$ cat src/rtl/proc_run_ctrl.sv
// Run/reset sequencer: waits for a stable clock lock, holds the core in reset,
// then gates execution via a clock enable (run / step / pause) until HLT.
module proc_run_ctrl #(
  parameter int                 BITS        = 16,
  parameter int                 OPBITS      = 5,
  parameter logic [OPBITS-1:0]  HLT_OPCODE  = '0,
  parameter int                 LOCK_STABLE = 4,
  parameter int                 RST_CYCLES  = 8,
  parameter int                 CNT_BITS    = 32
) (
  input  logic                i_clock,
  input  logic                i_reset,
  input  logic                i_locked,
  input  logic [BITS-1:0]     i_instr,
  input  logic                i_run,
  input  logic                i_step,
  input  logic                i_pause,
  input  logic                i_restart,
  output logic                o_proc_reset,
  output logic                o_clk_en,
  output logic [2:0]          o_state,
  output logic                o_halted,
  output logic [CNT_BITS-1:0] o_cycles
);

  typedef enum logic [2:0] {
    WAIT_LOCK = 3'd0,
    RST_HOLD  = 3'd1,
    IDLE      = 3'd2,
    RUN       = 3'd3,
    STEP      = 3'd4,
    HALTED    = 3'd5
  } state_e;

  localparam int LW = (LOCK_STABLE > 1) ? $clog2(LOCK_STABLE) : 1;
  localparam int RW = (RST_CYCLES  > 1) ? $clog2(RST_CYCLES)  : 1;
  localparam logic [LW-1:0] LOCK_LAST = LW'(LOCK_STABLE - 1);
  localparam logic [RW-1:0] RST_LAST  = RW'(RST_CYCLES - 1);
  localparam logic [LW-1:0] LOCK_ONE  = LW'(1);
  localparam logic [RW-1:0] RST_ONE   = RW'(1);

  state_e        state_q, state_d;
  logic [LW-1:0] lock_q, lock_d;
  logic [RW-1:0] rst_q, rst_d;
  logic          hlt;
  logic          instr_unused;

  assign hlt          = (i_instr[BITS-1 -: OPBITS] == HLT_OPCODE);
  assign instr_unused = ^i_instr[BITS-OPBITS-1:0];

  // Gate is combinational so pause/lock loss/HLT stop the core in the same cycle.
  assign o_clk_en     = ((state_q == RUN) || (state_q == STEP)) && !hlt &&
                        !((state_q == RUN) && i_pause) && i_locked;
  assign o_proc_reset = (state_q == WAIT_LOCK) || (state_q == RST_HOLD);
  assign o_halted     = (state_q == HALTED);
  assign o_state      = state_q;

  always_ff @(posedge i_clock or posedge i_reset) begin
    if (i_reset) begin
      state_q <= WAIT_LOCK;
      lock_q  <= '0;
      rst_q   <= '0;
    end else begin
      state_q <= state_d;
      lock_q  <= lock_d;
      rst_q   <= rst_d;
    end
  end

  always_comb begin
    state_d = state_q;
    lock_d  = lock_q;
    rst_d   = rst_q;
    if (state_q != WAIT_LOCK && !i_locked) begin
      state_d = WAIT_LOCK;
      lock_d  = '0;
    end else if (i_restart && (state_q inside {IDLE, RUN, STEP, HALTED})) begin
      state_d = RST_HOLD;
      rst_d   = '0;
    end else begin
      case (state_q)
        WAIT_LOCK: begin
          if (!i_locked) begin
            lock_d = '0;
          end else if (lock_q == LOCK_LAST) begin
            state_d = RST_HOLD;
            rst_d   = '0;
          end else begin
            lock_d = lock_q + LOCK_ONE;
          end
        end
        RST_HOLD: begin
          if (rst_q == RST_LAST) state_d = IDLE;
          else                   rst_d   = rst_q + RST_ONE;
        end
        IDLE: begin
          if      (i_run)  state_d = RUN;
          else if (i_step) state_d = STEP;
        end
        RUN: begin
          if      (hlt)     state_d = HALTED;
          else if (i_pause) state_d = IDLE;
        end
        STEP:    state_d = hlt ? HALTED : IDLE;
        HALTED:  state_d = HALTED;
        default: state_d = WAIT_LOCK;
      endcase
    end
  end

  // Saturating count of enabled cycles; only a reset hold clears it.
  always_ff @(posedge i_clock or posedge i_reset) begin
    if (i_reset)                        o_cycles <= '0;
    else if (state_q == RST_HOLD)       o_cycles <= '0;
    else if (o_clk_en && !(&o_cycles))  o_cycles <= o_cycles + 1'b1;
  end

endmodule
$ cat config.mk
export PLATFORM = sky130hd
export DESIGN_NAME = proc_run_ctrl
export DESIGN_NICKNAME = d
export VERILOG_FILES = /design/src/rtl/proc_run_ctrl.sv
export SDC_FILE = /design/constraint.sdc
export NUM_CORES = 1
export LEC_CHECK = 0
export BUFFER_PORTS_ARGS = -buffer_cell sky130_fd_sc_hd__clkbuf_2
export CAP_MARGIN = 40
export CORE_MARGIN = 1.5
export CORE_UTILIZATION = 48
export CTS_CLUSTER_DIAMETER = 60
export DETAILED_ROUTE_END_ITERATION = 10
export PLACE_DENSITY = 0.76
export SETUP_SLACK_MARGIN = 0.05
export SYNTH_ARGS = -nofsm -noshare
export SYNTH_HDL_FRONTEND = slang
export SYNTH_SLANG_ARGS = --single-unit
$ cat constraint.sdc
create_clock -name i_clock -period 2.1 [get_ports i_clock]
set_clock_uncertainty 0.05 [all_clocks]
set_input_delay 0.42 -clock i_clock [delete_from_list [all_inputs] [get_ports i_clock]]
set_output_delay 0.42 -clock i_clock [all_outputs]
set_load 0.01 [all_outputs]
* Yosys cells after proc, flatten, opt, wreduce, memory -nomap -nowiden
Cells that the tools add are included.
Widths: inputs -> output; s select.
** Word-level totals
- Input port bits :: 23
- Register bits after elaboration :: 40
- Logic and storage cells :: 72
** Cells by class
- Equality and inequality tests :: 17
- Multiplexer cells :: 23
- Bitwise logic cells :: 1
- Reduce and logical (&&, ||, !) cells :: 24
- Add/sub/neg operators :: 3
** Operators by type and width (number)
- $mux 32 :: 2
- $mux 3 :: 14
- $add 32x1->32 const B :: 1
- $reduce_and 32->1 :: 1
- $pmux 3 s6 :: 1
- $mux 2 :: 5
- $ne 5x4->1 const B :: 2
- $reduce_and 5->1 :: 2
- $eq 3x3->1 const B :: 3
- $ne 4x1->1 const B :: 2
- $logic_and 1x1->1 :: 7
- $eq 3x2->1 const B :: 2
- $ne 3x3->1 const B :: 2
- $pmux 3 s2 :: 1
- $reduce_bool 3->1 :: 2
- $logic_not 5->1 :: 1
- $logic_not 1->1 :: 4
- $ne 4x2->1 const B :: 1
- $reduce_bool 2->1 :: 2
- $reduce_bool 4->1 :: 1
- $add 3x1->3 const B :: 1
- $eq 3x1->1 const B :: 1
- $logic_not 3->1 :: 1
- $ne 3x1->1 const B :: 1
- other kinds (7) :: 8

* Logic depth before layout (Yosys ltp)
- Word-level depth :: 8
- Mapped depth :: 8
- Mapped depth without buffers :: 7

* Worst setup path after synthesis
Ideal clock, no wire load.
- Path kind :: register to register
- Start :: reg o_cycles[0]
- End :: reg o_cycles[18]
- Cell stages (with the launch flop) :: 8
- Setup slack :: -127 ps
- Data required time :: 1972 ps
- Period minus slack after synthesis :: 2227 ps
- Data arrival time :: 2099 ps
- Buffers on the path :: 1
- Cell sequence :: dfrtp_1 -> ha_1 -> nand3_1 -> or2_4 -> or4_4 -> buf_6 -> or3_1 -> a21oi_1
** Between the ends
- Longest elaborated chain between the ends :: 4
** RTL lines
- from (decl) :: RTL line 23 : output logic [CNT_BITS-1:0] o_cycles
- from (signal assigned) :: RTL line 115 : else if (o_clk_en && !(&o_cycles)) o_cycles <= o_cycles + 1'b1;
- branches (longest 4 deep; another with $add 32x1->32)
Parallel ways; which one is timed is not known. The select of a mux whose other input is x is not followed.
A chain may end at the register's enable or synchronous reset.

* Worst setup path after layout
- Start :: reg state_q[2] (netlist: o_state[2])
- End :: out o_clk_en
** Between the ends
- Longest elaborated chain between the ends :: 5
** RTL lines
- from (decl) :: RTL line 42 : state_e state_q, state_d;
- from (signal assigned) :: RTL line 64 : state_q <= state_d;
- $eq 3x2->1 or $eq 3x3->1 (tied branches) :: RTL line 52, 53
- $logic_or 1x1->1 or $logic_and 1x1->1 (tied branches) :: RTL line 52, 53
- $logic_and 1x1->1 or $logic_not 1->1 (tied branches) :: RTL line 52, 53
- $logic_and 1x1->1 * :: RTL line 52 : assign o_clk_en = ((state_q == RUN) || (state_q == STEP)) && !hlt &&
- $logic_and 1x1->1 * :: RTL line 53 : !((state_q == RUN) && i_pause) && i_locked;
- to (decl) :: RTL line 20 : output logic o_clk_en,
Mark *: on every way between the ends. The rest lies on a longest branch, timed or not.

==> impl_metrics.tcl <==
set metrics [dict create \
    status "completed" \
    dp_cells 426 \
    reg2reg_setup_slack_ns 0.01 \
    antennaDiodeCount 0 \
    io_pins 61 \
    r2r_cells 5 \
    drive_gt1_share_pct 36.6 \
    num_rows 26 \
    endpoint_kind "output port" \
    root_buffer "clkbuf_8" \
    netlist_area_mm2 0.00252 \
    synthAdderAreaFrac_pct 1.99 \
    cts_inserted_buffers 5 \
    utilization_pct 67.1 \
    fmax_ghz 0.477 \
    synth_top_family_by_area "simple AND/OR/NAND/NOR gates" \
    initialDrtViolationCount 196 \
    ys_warn_count 0 \
    die-width_um 75.5 \
    core_area_mm2 0.00507 \
    relSlewSlack_pct 66.3 \
    cts_max_level 2 \
    grt_usage_pct 25.2 \
    startpoint_type "flip-flop" \
    vias_per_cell 5.87 \
    total_power_mw 2.75 \
    synth_edf_count 0 \
    wl_mm 6.62 \
    dp_hpwl_mm 4.69 \
    grt_pass1_vias 2358 \
    grt_antenna_before_repair 0 \
    synth_seq_cells 40 \
    hold_violations 0 \
    critPathArrivalTime_ns 1.63 \
    whs_ns 0.159 \
    drv_slew 0 \
    drc 0 \
    cts_tree "built" \
    required_ns 1.63 \
    tightest_slew_ns 0.505 \
    yosys.area.top_type "dfrtp_1" \
    synth_compound_area_share_pct 15.8 \
    gp_congestion 0.819 \
    hold_path.class "in -> async" \
    yosysSeqAreaShare_pct 39.7 \
    yosys_most_used_dff "dfrtp_1" \
    postCtsHoldBufs 0 \
    synthMuxAreaShare_pct 6.10 \
    max-vdd-ir-drop_mv 0.519 \
    synthesis.nets 310 \
    critPathKind "reg -> out" \
    port_buffers 49 \
    cts.sinks 40 \
    die_area_mm2 0.00570 \
    cts_buffer_depth 2 \
    die_y_um 75.5 \
    setup_tns_ns 0 \
    p_leak_nw 1.51 \
    power_density_mw_per_mm2 809 \
    routedWlPerCell_um 15.1 \
    cp_max_fo 18 \
    grt_max_degree 41 \
    layout.nets 396 \
    yosys.area_share.simple_pct 32.2 \
    ys_async_sr_fraction_pct 100 \
    syn_to_final_growth_pct 35.0 \
    yosys.area.top_type_share_pct 39.7 \
    first_pass_iters 4 \
    min_period_over_period_pct 99.8 \
    dr_total_vias 2579 \
    syn_area_per_cell_um2 8.91 \
    grt_setup_unrepaired "true" \
    setup_viol_count_final 0 \
    yosys-top-cells-area "dfrtp_1, a21oi_1, mux2i_1, o31ai_1, or4_1" \
    grt_pass1_wl_mm 11.0 \
    drv_cap 0 \
    layoutNonFillerInstCount 439 \
    ant_nets 0 \
    syn_inst 283 \
    initial_core_util_pct 49.7 \
    clk_latency_ns 0.29 \
    synth-xor-area-share_pct 0.347 \
    ys_types 47 \
    fin_crit_ns 2.10 \
    grt_overflow 0 \
    path_clk_slew_ns 0.07 \
]
worst paths after layout:
path / endpoint / startpoint
worst max-delay path: o_clk_en / o_state[2]
worst min-delay path: o_cycles[12] / i_reset
worst max register to register: o_cycles[20] / o_state[2]
worst min register to register: o_cycles[6] / o_cycles[6]
max in group asynchronous: o_cycles[8] / i_reset
min in group i_clock: o_cycles[6] / o_cycles[6]
cell type report:
type	instances	area [um^2]
Clock buffer	5	68.8
Tap cell	70	87.6
Fill cell	414	1670
Sequential cell	40	1000
Inverter	8	30.0
Clock inverter	2	60.1
Multi-Input combinational cell	220	1530
Timing Repair Buffer	94	628
cell usage in the layout (no fill, tap or decap), drive strengths merged, types with 12 or more instances in the layout:
cell    count
dfrtp      40
clkbuf     53
nand3      15
a21oi      25
nor2       14
nand2      23
buf        45
o31ai      16
mux2i      12
nand4      15
or4        15
o21ai      12
cell usage after synthesis (2+ instances only):
cell type	n
and3_1	3
o31ai_1	16
dfrtp_1	40
and4_1	6
nand2b_1	8
nor4_1	5
ha_1	4
inv_1	8
and2_1	2
or3_1	8
buf_2	3
nand4b_1	2
nand2_1	23
or4_1	14
a21oi_1	25
nor3b_1	4
o21ai_0	12
mux2i_1	12
nand3_1	15
a2bb2oi_1	2
nor3_1	8
nand4_1	14
nor2_1	14
mux2_2	3
clkbuf_1	10
through the flow:
| step | setup slack, ns | area (um^2) |
|---|---|---|
| final | 0.00479 | 3400 |
| after global routing | -0.100 | 3400 |
| after CTS | 0.00609 | 3330 |
| after detailed placement | -0.115 | 3120 |
| after global placement | -0.0906 | 3120 |
| after floorplan | -0.0299 | 2550 |
metal layers:
metal | global-route usage (%) | wire length (um)
met5 | 0 | 0
met2 | 41.2 | 3240
met4 | 7.34 | 85
met3 | 4.23 | 260
met1 | 34.6 | 3030
worst max-delay path, stage by stage, from the launching register on:
cell and delay (ns):
dfrtp_1 0.42, nor4bb_2 0.31, o21ai_2 0.11, nand2b_4 0.17, buf_12 0.16, inv_2 0.05
buf_2 0.11
timing repair:
action,in CTS,in global routing
setup endpoints to repair,3,24
buffers inserted,3,2
gates cloned,1,0
pin swaps,2,1
gates resized for setup,5,18
kinds of logic (layout without fill, tap and decap cells):
family | after synthesis | in the layout
and+or+nand+nor | 136 | 136
AOI/OAI and AO/OA | 64 | 64
DFF | 40 | 40
buffers and inverters | 23 | 109
muxes | 15 | 15
adders and majority gates | 4 | 4
xor gates and xnor gates | 1 | 1
registers in the layout (all words and copies together) (netlist names):
register / cells
o_state: 3
rst_q: 3
o_cycles: 32
lock_q: 2
where the power goes:
group	internal, mW	switching [mW]
combinational	0.506	0.626
sequential	0.835	0.0489
clock	0.468	0.269
(Power assumes the default switching activity.)
